## src/rtl/simd_mul_arbiter_pkg.sv

```systemverilog
// Shared constants for the SIMD multiplier arbiter: lane mode encodings and lane widths.
package simd_mul_arbiter_pkg;

    localparam int DATA_W = 16;
    localparam int QUAD_W = 4;   // four 4-bit lanes
    localparam int OCT_W  = 8;   // two 8-bit lanes
    localparam int HALF_W = 16;  // one 16-bit lane

    typedef enum logic [1:0] {
        MODE_QUAD = 2'b00,
        MODE_OCT  = 2'b01,
        MODE_HALF = 2'b10,
        MODE_ILL  = 2'b11
    } mode_e;

endpackage

```

## src/rtl/SIMDmultiply.sv

```systemverilog
// Combinational lane-wise unsigned multiplier; each lane product is truncated to its
// lane width so no carry crosses a lane boundary. No mode selected yields zero.
module SIMDmultiply
    import simd_mul_arbiter_pkg::*;
(
    input  logic [DATA_W-1:0] a,
    input  logic [DATA_W-1:0] b,
    input  logic              H,
    input  logic              O,
    input  logic              Q,
    output logic [DATA_W-1:0] p
);

    // Lane products selected by the one-hot H/O/Q decode.
    always_comb begin
        // NOTE: every always_comb output gets a default first so no path leaves it unassigned (no latch).
        p = '0;
        if (Q) begin
            for (int i = 0; i < DATA_W / QUAD_W; i++) begin
                p[i*QUAD_W +: QUAD_W] = a[i*QUAD_W +: QUAD_W] * b[i*QUAD_W +: QUAD_W];
            end
        end else if (O) begin
            for (int i = 0; i < DATA_W / OCT_W; i++) begin
                p[i*OCT_W +: OCT_W] = a[i*OCT_W +: OCT_W] * b[i*OCT_W +: OCT_W];
            end
        end else if (H) begin
            p[HALF_W-1:0] = a[HALF_W-1:0] * b[HALF_W-1:0];
        end
    end

endmodule

```

## src/rtl/simd_mul_arbiter.sv

```systemverilog
// Two-requester arbiter feeding a two-stage SIMD multiply pipeline (S1 operands, S2 result)
// with valid/ready handshakes on both sides and a wrapping accepted-request counter.
module simd_mul_arbiter
    import simd_mul_arbiter_pkg::*;
#(
    parameter bit RR_EN = 1'b1
) (
    input  logic              clk,
    input  logic              rst_n,
    input  logic [1:0]        req_valid,
    output logic [1:0]        req_ready,
    input  logic [DATA_W-1:0] req_a0,
    input  logic [DATA_W-1:0] req_b0,
    input  logic [DATA_W-1:0] req_a1,
    input  logic [DATA_W-1:0] req_b1,
    input  logic [1:0]        req_mode0,
    input  logic [1:0]        req_mode1,
    output logic              res_valid,
    input  logic              res_ready,
    output logic [DATA_W-1:0] res_data,
    output logic              res_src,
    output logic              res_err,
    output logic [15:0]       op_count
);

    // S1 stage
    logic              s1_valid_q, s1_valid_d;
    logic [DATA_W-1:0] s1_a_q, s1_a_d, s1_b_q, s1_b_d;
    mode_e             s1_mode_q, s1_mode_d;
    logic              s1_src_q, s1_src_d;
    // S2 stage
    logic              s2_valid_q, s2_valid_d;
    logic [DATA_W-1:0] s2_data_q, s2_data_d;
    logic              s2_src_q, s2_src_d;
    logic              s2_err_q, s2_err_d;
    // Arbitration pointer: requester favoured when both are valid
    logic              prio_q, prio_d;
    logic [15:0]       op_count_q, op_count_d;

    logic              s2_load, s1_take, grant_any, grant_idx, accept;
    logic [DATA_W-1:0] prod;

    assign s2_load = s1_valid_q && (!s2_valid_q || res_ready);
    assign s1_take = !s1_valid_q || s2_load;

    // Grant selection and the combinational ready back to the requesters.
    always_comb begin
        grant_any = 1'b1;
        grant_idx = 1'b0;
        case (req_valid)
            2'b01:   grant_idx = 1'b0;
            2'b10:   grant_idx = 1'b1;
            2'b11:   grant_idx = RR_EN ? prio_q : 1'b0;
            default: grant_any = 1'b0;
        endcase
        req_ready = 2'b00;
        // ready is forced low while reset is held, even though the stages look empty then
        if (rst_n && s1_take && grant_any) begin
            req_ready = 2'b01 << grant_idx;
        end
    end

    assign accept = |(req_ready & req_valid);

    SIMDmultiply u_mul (
        .a (s1_a_q),
        .b (s1_b_q),
        .H (s1_mode_q == MODE_HALF),
        .O (s1_mode_q == MODE_OCT),
        .Q (s1_mode_q == MODE_QUAD),
        .p (prod)
    );

    // Next-state for both pipeline stages, the pointer and the counter.
    always_comb begin
        s1_valid_d = s1_valid_q;
        s1_a_d     = s1_a_q;
        s1_b_d     = s1_b_q;
        s1_mode_d  = s1_mode_q;
        s1_src_d   = s1_src_q;
        s2_valid_d = s2_valid_q;
        s2_data_d  = s2_data_q;
        s2_src_d   = s2_src_q;
        s2_err_d   = s2_err_q;
        prio_d     = prio_q;
        op_count_d = op_count_q;

        if (s1_take) begin
            s1_valid_d = accept;
            if (accept) begin
                s1_a_d    = grant_idx ? req_a1 : req_a0;
                s1_b_d    = grant_idx ? req_b1 : req_b0;
                s1_mode_d = mode_e'(grant_idx ? req_mode1 : req_mode0);
                s1_src_d  = grant_idx;
            end
        end

        if (s2_load) begin
            s2_valid_d = 1'b1;
            s2_data_d  = prod;
            s2_src_d   = s1_src_q;
            s2_err_d   = (s1_mode_q == MODE_ILL);
        end else if (res_ready) begin
            s2_valid_d = 1'b0;
        end

        if (accept) begin
            prio_d     = ~grant_idx;
            op_count_d = op_count_q + 16'd1;
        end
    end

    // State registers; the datapath is reset too so outputs read zero after reset.
    always_ff @(posedge clk or negedge rst_n) begin
        if (!rst_n) begin
            s1_valid_q <= 1'b0;
            s1_a_q     <= '0;
            s1_b_q     <= '0;
            s1_mode_q  <= MODE_QUAD;
            s1_src_q   <= 1'b0;
            s2_valid_q <= 1'b0;
            s2_data_q  <= '0;
            s2_src_q   <= 1'b0;
            s2_err_q   <= 1'b0;
            prio_q     <= 1'b0;
            op_count_q <= '0;
        end else begin
            // NOTE: non-blocking assignments so every flop samples pre-edge values, independent of statement order.
            s1_valid_q <= s1_valid_d;
            s1_a_q     <= s1_a_d;
            s1_b_q     <= s1_b_d;
            s1_mode_q  <= s1_mode_d;
            s1_src_q   <= s1_src_d;
            s2_valid_q <= s2_valid_d;
            s2_data_q  <= s2_data_d;
            s2_src_q   <= s2_src_d;
            s2_err_q   <= s2_err_d;
            prio_q     <= prio_d;
            op_count_q <= op_count_d;
        end
    end

    assign res_valid = s2_valid_q;
    assign res_data  = s2_data_q;
    assign res_src   = s2_src_q;
    assign res_err   = s2_err_q;
    assign op_count  = op_count_q;

endmodule

```

## config.mk

```make
export PLATFORM = sky130hd
export DESIGN_NAME = simd_mul_arbiter
export DESIGN_NICKNAME = d
export VERILOG_FILES = /design/src/rtl/simd_mul_arbiter_pkg.sv /design/src/rtl/SIMDmultiply.sv /design/src/rtl/simd_mul_arbiter.sv
export SDC_FILE = /design/constraint.sdc
export NUM_CORES = 1
export LEC_CHECK = 0
export ABC_AREA = 1
export BUFFER_PORTS_ARGS = -buffer_cell sky130_fd_sc_hd__buf_2
export CORE_UTILIZATION = 55
export DETAILED_ROUTE_END_ITERATION = 10
export PLACE_DENSITY = 0.72
export SYNTH_ARGS = -nofsm -noshare
export SYNTH_HDL_FRONTEND = slang
export SYNTH_HIERARCHICAL = 1
export SYNTH_SLANG_ARGS = --single-unit
export TNS_END_PERCENT = 5
```

## constraint.sdc

```tcl
create_clock -name clk -period 16.03 [get_ports clk]
set_clock_uncertainty 0.2 [all_clocks]
set_input_delay 1.603 -clock clk [delete_from_list [all_inputs] [get_ports clk]]
set_output_delay 1.603 -clock clk [all_outputs]
set_load 0.01 [all_outputs]
```

==> flow_metrics.tcl <==
set metrics [dict create \
    syn_avg_cell_area_um2 7.15 \
    drc_errors 0 \
    cts_setup_buffers 0 \
    worst-setup-path-type "reg -> reg" \
    cts_tree "yes" \
    finalCritPeriodShare_pct 37.4 \
    insertedDiodeCount 0 \
    synth_seq_cells 72 \
    grtUsageTotal_pct 28.1 \
    start_util_pct 56.0 \
    port_buffers 109 \
    crit_path_cell_trace "nand2_1, fa_1, inv_1, fa_1, fa_1, fa_1, fa_1, inv_1, fa_1, inv_1, ha_1, inv_1, nor4_1, nand3_1, nand3_1, o21ai_0, a21oi_1, o22a_1, nand2_1, nand2_1" \
    clk_pin_slew_ps 60 \
    crit_path_max_incr_delay_ps 780 \
    slowest_stage "dfrtp_1" \
    critPathMaxFanout 15 \
    hold_violations 0 \
    maxCapViolations 0 \
    grt_pass1_wl_um 40900 \
    grt_max_degree 66 \
    clock_path_buffers 2 \
    maxSlewViolCount 0 \
    synth_edf_count 0 \
    drtPass1Iterations 8 \
    clock_latency_ps 350 \
    placed_cells 1694 \
    fin_crit_ps 6000 \
    die_w_um 137 \
    synth_cell_types 42 \
    wire_per_inst_um 14.3 \
    initialDrtViolationCount 449 \
    gp_congestion 0.893 \
    fmax_ghz 0.167 \
    p_per_area_mw_per_mm2 191 \
    synth_top_area_cell "fa_1" \
    fillers 1685 \
    outcome "finished clean" \
    setup_viol 0 \
    cp_common_cell "fa_1" \
    cp_data_arrival_time_ps 6080 \
    area_delta_synth_final_pct 8.42 \
    viasPerCell 5.06 \
    synth.mux.area_fraction_pct 0 \
    syn_area_mm2 0.0100 \
    instances_no_fill 1710 \
    rsz0062_at_grt "no" \
    ant_nets 0 \
    preCtsSetupSlack_ps 10050 \
    synth-xor-area-share_pct 4.52 \
    ys.flop_type "dfrtp_1" \
    slew_headroom_pct 44.8 \
    layout-drive-gt1-share_pct 9.93 \
    ioPinCount 110 \
    whs_ps 276 \
    cts_resized 0 \
    fin_setup_tns_ps 0 \
    hold_class "reg -> reg" \
    synthAdderAreaFrac_pct 32.2 \
    ys_warn_count 6 \
    cts_root_buffer "clkbuf_16" \
    row_count 49 \
    antenna_found_initial 0 \
    finalNetCount 1745 \
    fp.dieH_um 137 \
    synth-seq-area-share_pct 18.0 \
    synth_commonest_cells "nand2_1 (484), inv_1 (338), fa_1 (104)" \
    grt_pass1_vias 8637 \
    vias 8654 \
    crit_path_start_kind "flop" \
    htree_levels 3 \
    globalRouteOverflowTotal 0 \
    worstPathRequired_ps 16110 \
    synth.net_count 1671 \
    wl_um 24400 \
    tightest_slew_ps 827 \
    dp_hpwl_um 19100 \
    synth_top_cell_area_share_pct 20.8 \
    reg2reg_depth 20 \
    async_flop_share_pct 100 \
    synth_top_family_by_area "adder cells" \
    fin_ws_ps 10030 \
    holdPathStages 2 \
    r2r_setup_slack_ps 10030 \
    p_leak_nw 6.77 \
    synth.area.top_cells "fa_1 (21%), nand2_1 (18%), dfrtp_1 (18%)" \
    die_area_mm2 0.0188 \
    synth_compound_area_share_pct 3.66 \
    core-area_mm2 0.0179 \
    synthSimpleGateAreaFrac_pct 25.9 \
    synthMostInstantiatedCell "nand2_1" \
    total_power_mw 2.08 \
    cts-buffers-inserted 9 \
    holdBufCountCts 0 \
    clock-sinks 72 \
    syn_inst 1402 \
    endpoint_kind "flop" \
    peakVddDrop_v 0.000160 \
]
report_power, final:
group,switching (mW),internal [mW],total [mW]
clock network,0.0890,0.108,0.197
registers,0.0983,0.225,0.323
logic,0.964,0.596,1.56
placed cells by master (no fill, tap or decap), types with 2 or more instances in the layout:
| cell type | Yosys | layout |
|---|---|---|
| inv_1 | 338 | 338 |
| fa_1 | 104 | 104 |
| ha_1 | 92 | 92 |
| o221ai_1 | 2 | 2 |
| xnor2_1 | 22 | 22 |
| nor2_2 | 3 | 3 |
| nand2_2 | 7 | 7 |
| nand2_1 | 484 | 484 |
| clkbuf_16 | 0 | 9 |
| nand3b_1 | 7 | 7 |
| nand2b_1 | 2 | 2 |
| nor2_1 | 36 | 36 |
| o21a_1 | 2 | 2 |
| clkinvlp_4 | 0 | 2 |
| dfrtp_1 | 72 | 72 |
| inv_8 | 0 | 2 |
| a31oi_1 | 5 | 5 |
| a21oi_1 | 25 | 25 |
| buf_4 | 11 | 4 |
| xnor2_2 | 2 | 2 |
| o21ai_0 | 21 | 21 |
| nand3_1 | 76 | 76 |
| buf_2 | 11 | 108 |
| nor2_8 | 2 | 2 |
| xor2_1 | 26 | 26 |
| nor3_1 | 3 | 3 |
| inv_6 | 0 | 2 |
| nand4_1 | 7 | 7 |
registers in the layout, indices dropped and copies added, names as in the netlist:
| name | count |
|---|---|
| op_count | 16 |
| prio_q | 1 |
| res_data | 16 |
| res_err | 1 |
| res_src | 1 |
| res_valid | 1 |
| s1_a_q | 16 |
| s1_b_q | 16 |
| s1_mode_q | 2 |
| s1_src_q | 1 |
| s1_valid_q | 1 |
layout make-up:
type	instances	area (um2)	share of cell area (%)
multi-input cells	941	6650	61.2
flip-flops and latches	72	1800	16.6
inverters	340	1280	11.7
repair buffers	112	571	5.25
well taps	229	287	2.63
clock buffers	9	225	2.07
clock inverters	7	63.8	0.587
metal layers:
layer	part of all wire (%)	global-route usage (%)	up-vias	wire [um]
li1	-	-	4270	-
met1	45	37.4	4081	10900
met2	48	46.3	260	11700
met3	4.8	3.96	43	1170
met4	2.7	10.8	0	662
met5	0	0	-	0
path summary, 6_finish.rpt:
path,start,to
worst max-delay path,s1_a_q[3]$_DFFE_PN0P_,res_data[14]$_DFFE_PN0P_
worst min-delay path,res_data[4]$_DFFE_PN0P_,res_data[4]$_DFFE_PN0P_
worst max register to register,s1_a_q[3]$_DFFE_PN0P_,res_data[14]$_DFFE_PN0P_
worst min register to register,res_data[4]$_DFFE_PN0P_,res_data[4]$_DFFE_PN0P_
max in group asynchronous,rst_n,s1_b_q[9]$_DFFE_PN0P_
min in group asynchronous,rst_n,res_data[4]$_DFFE_PN0P_
per-stage QoR:
stage	instance area [um2]	util, %
floorplan	10000	-
CTS	10900	60.7
detailed placement	10600	59.1
global route	10900	60.7
finish	10900	60.7
global placement	10600	59.1
kinds of logic (layout without fill, tap and decap cells):
group / Yosys count / in the layout
XOR/XNOR: 50 / 50
buffers and inverters: 389 / 468
AND/OR/NAND/NOR: 631 / 631
AO/OA/AOI/OAI: 64 / 64
flip-flops: 72 / 72
adder cells (fa/ha/maj): 196 / 196
worst max-delay path, delay by kind of cell, from the launching register on:
| family | cells | cell delay, ps |
|---|---|---|
| compound gates | 3 | 360 |
| fa+ha+maj | 7 | 3420 |
| buf+inv | 4 | 230 |
| flops | 1 | 780 |
| simple gates | 6 | 940 |
Note: power is estimated with default switching activity, not from simulation.
